==> config.mk <==
export PLATFORM = sky130hd
export DESIGN_NAME = bin_to_bcd
export DESIGN_NICKNAME = d
export VERILOG_FILES = /design/src/rtl/bin_to_bcd_pkg.sv /design/src/rtl/bcd_digit_adjust.sv /design/src/rtl/bin_to_bcd.sv
export SDC_FILE = /design/constraint.sdc
export NUM_CORES = 1
export LEC_CHECK = 0
export BUFFER_PORTS_ARGS = -buffer_cell sky130_fd_sc_hd__buf_2
export CAP_MARGIN = 30
export CORE_ASPECT_RATIO = 1.4
export CORE_MARGIN = 4
export CORE_UTILIZATION = 58
export DETAILED_ROUTE_END_ITERATION = 10
export HOLD_SLACK_MARGIN = 0.08
export PLACE_DENSITY = 0.84
export SLEW_MARGIN = 20
export SYNTH_ARGS = -nofsm -noshare
export SYNTH_HDL_FRONTEND = slang
export SYNTH_SLANG_ARGS = --single-unit
==> constraint.sdc <==
create_clock -name clk -period 2.1 [get_ports clk]
set_input_delay 0.42 -clock clk [delete_from_list [all_inputs] [get_ports clk]]
set_output_delay 0.42 -clock clk [all_outputs]
set_load 0.02 [all_outputs]
==> src/rtl/bin_to_bcd_pkg.sv <==
// Shared definitions for the sequential binary-to-BCD converter.
// FSM state encoding, BCD digit width, double-dabble correction constants and
// an elaboration-time helper used to check that DIGITS can hold every input value.
package bin_to_bcd_pkg;

  typedef enum logic [1:0] {
    StIdle  = 2'd0,
    StShift = 2'd1,
    StDone  = 2'd2
  } state_e;

  localparam int unsigned BCD_DIGIT_W = 4;

  // A digit at or above this value would exceed 9 after the next shift.
  localparam logic [BCD_DIGIT_W-1:0] ADD3_THRESHOLD = 4'd5;
  localparam logic [BCD_DIGIT_W-1:0] ADD3_VALUE     = 4'd3;

  // 10^n, evaluated only on parameters at elaboration time.
  function automatic longint unsigned pow10(input int unsigned n);
    longint unsigned r;
    r = 64'd1;
    for (int unsigned i = 0; i < n; i++) begin
      r = r * 64'd10;
    end
    return r;
  endfunction

endpackage

==> src/rtl/bcd_digit_adjust.sv <==
// Double-dabble correction for one BCD digit: add 3 when the digit is 5 or more,
// so the following left shift carries correctly into the next decade.
module bcd_digit_adjust
  import bin_to_bcd_pkg::*;
(
  input  logic [BCD_DIGIT_W-1:0] digit,
  output logic [BCD_DIGIT_W-1:0] adjusted
);

  // Pure 4-bit combinational correction; no carry out is possible for valid digits.
  always_comb begin
    adjusted = digit;
    if (digit >= ADD3_THRESHOLD) begin
      adjusted = digit + ADD3_VALUE;
    end
  end

endmodule

==> src/rtl/bin_to_bcd.sv <==
// Sequential double-dabble binary-to-BCD converter, one add-3/shift step per clock.
// Converts on a start pulse or whenever bin_in differs from the value captured at the
// previous conversion start. Results appear on bcd_out/neg only at the done pulse.
// Optional feature: define BIN_TO_BCD_SIGNED_EN to treat bin_in as two's complement
// (magnitude converted, neg set from the sign bit); otherwise neg is always 0.
module bin_to_bcd
  import bin_to_bcd_pkg::*;
#(
  parameter int unsigned WIDTH  = 8,
  parameter int unsigned DIGITS = 4
) (
  input  logic                          clk,
  input  logic                          rst_btn,
  input  logic [WIDTH-1:0]              bin_in,
  input  logic                          start,
  output logic [BCD_DIGIT_W*DIGITS-1:0] bcd_out,
  output logic                          neg,
  output logic                          busy,
  output logic                          done
);

  localparam int unsigned BcdW = BCD_DIGIT_W * DIGITS;
  localparam int unsigned CntW = $clog2(WIDTH + 1);
  localparam logic [CntW-1:0] LastStep = CntW'(WIDTH - 1);

  // Refuse to build a converter whose output cannot represent the largest input.
  if (pow10(DIGITS) <= ((64'd1 << WIDTH) - 64'd1)) begin : gen_digits_too_few
    $error("bin_to_bcd: DIGITS too small for WIDTH, result would be truncated");
  end

  state_e            state_q;
  logic [WIDTH-1:0]  shift_q;
  logic [BcdW-1:0]   scratch_q;
  logic [BcdW-1:0]   scratch_adj;
  logic [WIDTH-1:0]  last_val_q;
  logic [CntW-1:0]   cnt_q;
  logic              sign_q;
  logic [WIDTH-1:0]  mag;
  logic              sign;
  logic              trigger;

  // Magnitude and sign of the value to capture at conversion start.
  always_comb begin
    mag  = bin_in;
    sign = 1'b0;
`ifdef BIN_TO_BCD_SIGNED_EN
    // The most negative value negates to itself, which read unsigned is its magnitude.
    if (bin_in[WIDTH-1]) begin
      mag  = ~bin_in + WIDTH'(1);
      sign = 1'b1;
    end
`endif
  end

  assign trigger = start || (bin_in != last_val_q);

  for (genvar d = 0; d < DIGITS; d++) begin : gen_adj
    bcd_digit_adjust u_adj (
      .digit    (scratch_q[d*BCD_DIGIT_W +: BCD_DIGIT_W]),
      .adjusted (scratch_adj[d*BCD_DIGIT_W +: BCD_DIGIT_W])
    );
  end

  // Control FSM, datapath and registered outputs; scratch never reaches bcd_out mid-run.
  always_ff @(posedge clk or negedge rst_btn) begin
    if (!rst_btn) begin
      state_q    <= StIdle;
      shift_q    <= '0;
      scratch_q  <= '0;
      last_val_q <= '0;
      cnt_q      <= '0;
      sign_q     <= 1'b0;
      bcd_out    <= '0;
      neg        <= 1'b0;
      busy       <= 1'b0;
      done       <= 1'b0;
    end else begin
      done <= 1'b0;
      unique case (state_q)
        StIdle: begin
          if (trigger) begin
            shift_q    <= mag;
            sign_q     <= sign;
            last_val_q <= bin_in;
            scratch_q  <= '0;
            cnt_q      <= '0;
            busy       <= 1'b1;
            state_q    <= StShift;
          end
        end
        StShift: begin
          // Adjusted digits shift up one bit, taking the next binary MSB in at the bottom;
          // the top adjusted bit is provably zero, so truncation loses nothing.
          scratch_q <= BcdW'({scratch_adj, shift_q[WIDTH-1]});
          shift_q   <= shift_q << 1;
          cnt_q     <= cnt_q + CntW'(1);
          if (cnt_q == LastStep) begin
            state_q <= StDone;
          end
        end
        StDone: begin
          bcd_out <= scratch_q;
          neg     <= sign_q;
          done    <= 1'b1;
          busy    <= 1'b0;
          state_q <= StIdle;
        end
        default: begin
          state_q <= StIdle;
        end
      endcase
    end
  end

endmodule

**After elaboration in Yosys (flattened, before gate mapping)**

Cells that the tools add are included.

- $add $sub $neg: 5
- Multipliers: 0
- Divide/modulo/power cells: 0
- Magnitude comparators: 4
- Equality and inequality tests: 6
- Shifts and indexed selects: 0
- Multiplexer cells: 16
- Bitwise logic cells: 0
- Reduce and logical (&&, ||, !) cells: 8

Operator list:

| kind | count |
|---|---|
| 16-bit case mux with 2 select lines | 1 |
| 4-bit by 3-bit greater-or-equal comparator with 1-bit output, second input constant | 4 |
| 16-bit 2-to-1 mux | 1 |
| 4-bit 2-to-1 mux | 4 |
| 8-bit case mux with 2 select lines | 1 |
| 4-bit by 2-bit adder with 4-bit output, second input constant | 3 |
| 8-bit 2-to-1 mux | 1 |
| 8-bit != test | 1 |
| 4-bit case mux with 2 select lines | 1 |
| 2-bit AND reduction | 4 |
| 4-bit by 1-bit adder with 4-bit output, second input constant | 1 |
| 4-bit by 3-bit == test with 1-bit output, second input constant | 1 |
| 2-bit 2-to-1 mux | 2 |
| 2-bit != test, second input constant | 2 |
| 2-bit case mux with 2 select lines | 1 |
| 2-bit nonzero test | 2 |
| 3-bit by 2-bit adder with 3-bit output, second input constant | 1 |
| 3-bit 2-to-1 mux | 1 |
| 2-bit by 1-bit == test with 1-bit output, second input constant | 1 |
| 2-bit == test, second input constant | 1 |
| 2-bit logical NOT | 1 |
| 1-bit 2-to-1 mux | 2 |
| 1-bit case mux with 2 select lines | 1 |
| 1-bit logical OR | 1 |

- Register bits: 56
- Latch bits: 0
- Memory bits (writable): 0
- ROM bits: 0
- Bits of input ports: 11
- Memories: 0

**Logic depth before layout (Yosys ltp)**

- Depth after elaboration: 4
- Gate-level depth with buffers: 7
- Depth with buffers taken out: 7

**Hierarchy**

Synthesis repeated with hierarchy kept, for this count alone.

- Cell total of the unflattened synthesis: 289
- Area total of the unflattened synthesis: 2892.8 sq um

By module, submodules not included:

| module | times used | cells an instance | area an instance (sq um) | sequential area each (sq um) |
|---|---|---|---|---|
| bin_to_bcd | 1 | 225 | 2487.4 | 1401.3 |
| bcd_digit_adjust | 4 | 16 | 101.3 | 0.0 |

**Worst setup path after synthesis**

Ideal clock, no wire load.

- Kind: input-to-reg
- Start point: in bin_in[7]
- End point: reg shift_q[1]
- Library setup time: 127 ps
- Arrival: 1586 ps
- Required time: 1973 ps
- Setup slack: 388 ps
- Cell stages on the path: 6
- Path buffers: 1
- Cells stage by stage: xor2_1 -> nor4_2 -> nand3_2 -> buf_6 -> mux2i_1 -> a221o_2

- Longest elaborated chain between the ends: 4

Ends and longest elaborated chain:

| element | line | text |
|---|---|---|
| from (decl) | bin_to_bcd.sv:14 | `input logic [WIDTH-1:0] bin_in,` |
| 8-bit != test | bin_to_bcd.sv:55 | `assign trigger = start \|\| (bin_in != last_val_q);` |
| 1-bit logical OR | bin_to_bcd.sv:55 |  |
| 2-bit != test (no source line) | n/a |  |
| 2-bit AND reduction (no source line) | n/a |  |
| to (signal assigned) | bin_to_bcd.sv:82 | `shift_q <= mag;` |
| to (signal assigned) | bin_to_bcd.sv:95 | `shift_q <= shift_q << 1;` |
| to (decl) | bin_to_bcd.sv:32 | `logic [WIDTH-1:0] shift_q;` |

Every way passes these cells.
A chain may end at the register's enable or synchronous reset.

**Worst setup path after layout**

- Start point: reg last_val_q[7]
- End point: reg shift_q[5]

- Longest elaborated chain between the ends: 4

Ends and longest elaborated chain:

| element | line | text |
|---|---|---|
| from (decl) | bin_to_bcd.sv:35 | `logic [WIDTH-1:0] last_val_q;` |
| from (signal assigned) | bin_to_bcd.sv:84 | `last_val_q <= bin_in;` |
| 8-bit != test | bin_to_bcd.sv:55 |  |
| 1-bit logical OR | bin_to_bcd.sv:55 |  |
| 2-bit != test (no source line) | n/a |  |
| 2-bit AND reduction (no source line) | n/a |  |

Every way passes these cells.

==> metrics <==
register area share after synthesis 51.3%; grt total ovfl 0; Final Cell Area 0.00310 sq mm; TritonCTS Buffers 5; fin cells 373; Final Cycle Share 85.2%; Max VDD drop 0.805 mV; Die Wd 66.0 um; Yosys cell types 35; Nets 330; CTS tree done; Critical Path Source Type register; # hold bufs at CTS 1; Setup WS post-layout 0.310 ns; RSZ-0062 raised after global routing false; NetSw 1.87 mW; Hold WS 0.346 ns; Ports 30; commonest non-fill, non-tap cell in the layout nand2_1; Slew HR 62.0%; Int Pwr 2.77 mW; post_cts resized 0; Seq pwr share 40.7%; minimum clock period 1.79 ns; Min-Delay Path Class in -> reg; clock root buffer clkbuf_8; I/O Buffers 28; Remaining DRCs 0; pwr/cell area 1490 mW/mm^2; area of the mapped netlist 0.00273 sq mm; diode count 0; DIE AREA 0.00589 sq mm; Avg Inst Size Synth 9.98 sq um; drt wl/cell 14.8 um; max cap viols 0; Clock transition at path regs 0.10 ns; syn nets 294; FILL cells 341; H-tree levels 2; largest net degree at the start of global routing 23; Core Util, Final 68.4%; Syn Inst Count 274; Post-synth EDFFs 0; core area 0.00454 sq mm; final count of negative-setup-slack endpoints 0; Max Clock Freq 0.559 GHz; WS Path Type reg -> reg; vias after detailed routing 2,048; TNS Setup 0 ns; global-route wire length before repair 9700 um; Worst EP required 2.31 ns; crit path DAT 2.00 ns; Clock Latency Late Sink 0.31 ns; post-route ant nets 0; power share of the clock group 16.0%; ys async rst share 100%; Synth Flop Type dfrtp_1; initial drt markers 85; Overall Power 4.64 mW; drt first pass iters 4; share of cells above drive strength 1 22.5%; num rows 29; Seq cells post-synth 56; die height 89.2 um; Tot GR Track Use 21.3%; switching share of total power 40.3%; Fin. Hold Viols 0; synth warn 0; WL final 5530 um; Cells after DPL 364; maximum root-to-sink buffer count 2; outcome complete, no violations; initial antenna violation count 0; vias in the first global route 2,171; post-CTS setup buffer count 0; Worst-Margin Slew 0.570 ns; leakage power 1.59 nW; Combinational Power Share 43.3%; most frequent cells in the layout 64 x nand2_1, 56 x dfrtp_1, 28 x buf_2; global placement routability congestion 0.819; post-DP HPWL 4010 um; clock skew 0.00929 ns; Placed Area 0.00297 sq mm; initial core utilization 60.3%; crit path max fanout 11; pre-CTS setup slack 0.170 ns; Final Max Slew Viols 0; post-DR vias/cell 5.49; clk sinks 56; P&R area growth vs syn 13.5%; CP Capture Type register
-- layout make-up --
type	instances	area (sq um)	area share, %
flip-flops and latches	56	1400	45.1
clock buffers	6	82.6	2.66
repair buffers	40	233	7.50
well taps	62	77.6	2.50
inverters	14	52.6	1.69
multi-input cells	193	1220	39.3
clock inverters	2	38.8	1.25
-- layer usage --
metal	GRT usage [%]	vias up	wire, um
met1	25.5	990	2290
met4	9.24	0	132
met5	0	-	0
li1	-	984	-
met2	37.7	61	2800
met3	3.52	13	304
-- power by group through the flow --
stage	sequential (mW)	combinational, mW	clock [mW]
3_3_place_gp	1.88	1.91	0
2_1_floorplan	1.91	1.42	0
6_report	1.89	2.01	0.744
3_5_place_dp	1.90	2.02	0
4_1_cts	1.88	2.04	0.758
5_1_grt	1.95	2.28	0.800
-- synth_stat cells (2+ instances only) --
master     n  area share, %
o21ai_0   19            3.5
inv_1     13            1.8
and2_1     3           0.69
nor2_1    12            1.6
mux2_2     9            3.7
mux2i_1    7            2.6
clkbuf_1   3           0.41
o311ai_2   2            1.2
a21o_1     3           0.82
buf_2      4           0.73
nand2b_1   5            1.1
a221o_2    6            2.5
a22o_1     4            1.3
nor3_1     6            1.1
buf_4      2           0.55
xnor2_1    4            1.3
dfrtp_1   56             51
ha_1       9            4.1
nand2_1   64            8.8
xor2_1    12            3.8
a21oi_1   17            3.1
-- critical path: stages, from the launching register on --
cell and delay [ns]:
dfrtp_1 0.41, xor2_1 0.17, nor4_2 0.35, nand3_2 0.10, buf_4 0.20, mux2i_1 0.15, a221o_2 0.30
-- kinds of logic after synthesis --
group           count (synthesis)  share of synthesized area, %
compound gates                 55                          13.9
xor+xnor                       16                          5.13
fa+ha+maj                       9                          4.12
buf+inv                        25                          4.16
flops                          56                          51.3
mux                            16                          6.27
other cells                     1                         0.137
simple gates                   96                          15.1
-- state kept, by name, summed over array words and instances, names as in the netlist --
register,flops
scratch_q,16
cnt_q,4
busy,1
done,1
last_val_q,8
bcd_out,16
state_q,2
shift_q,8
-- worst paths after layout --
kind	depth (start not counted)	slack, ns	endpoint	startpoint
hold / removal	3	0.35	last_val_q[0]	bin_in[0]
setup reg to reg	6	0.31	shift_q[5]	last_val_q[7]
setup / recovery	6	0.31	shift_q[5]	last_val_q[7]
max in group asynchronous	3	0.86	bcd_out[3]	rst_btn
hold reg to reg	2	0.48	bcd_out[5]	bcd_out[5]
min in group asynchronous	2	0.60	bcd_out[11]	rst_btn
Note: power is estimated with default switching activity, not from simulation.
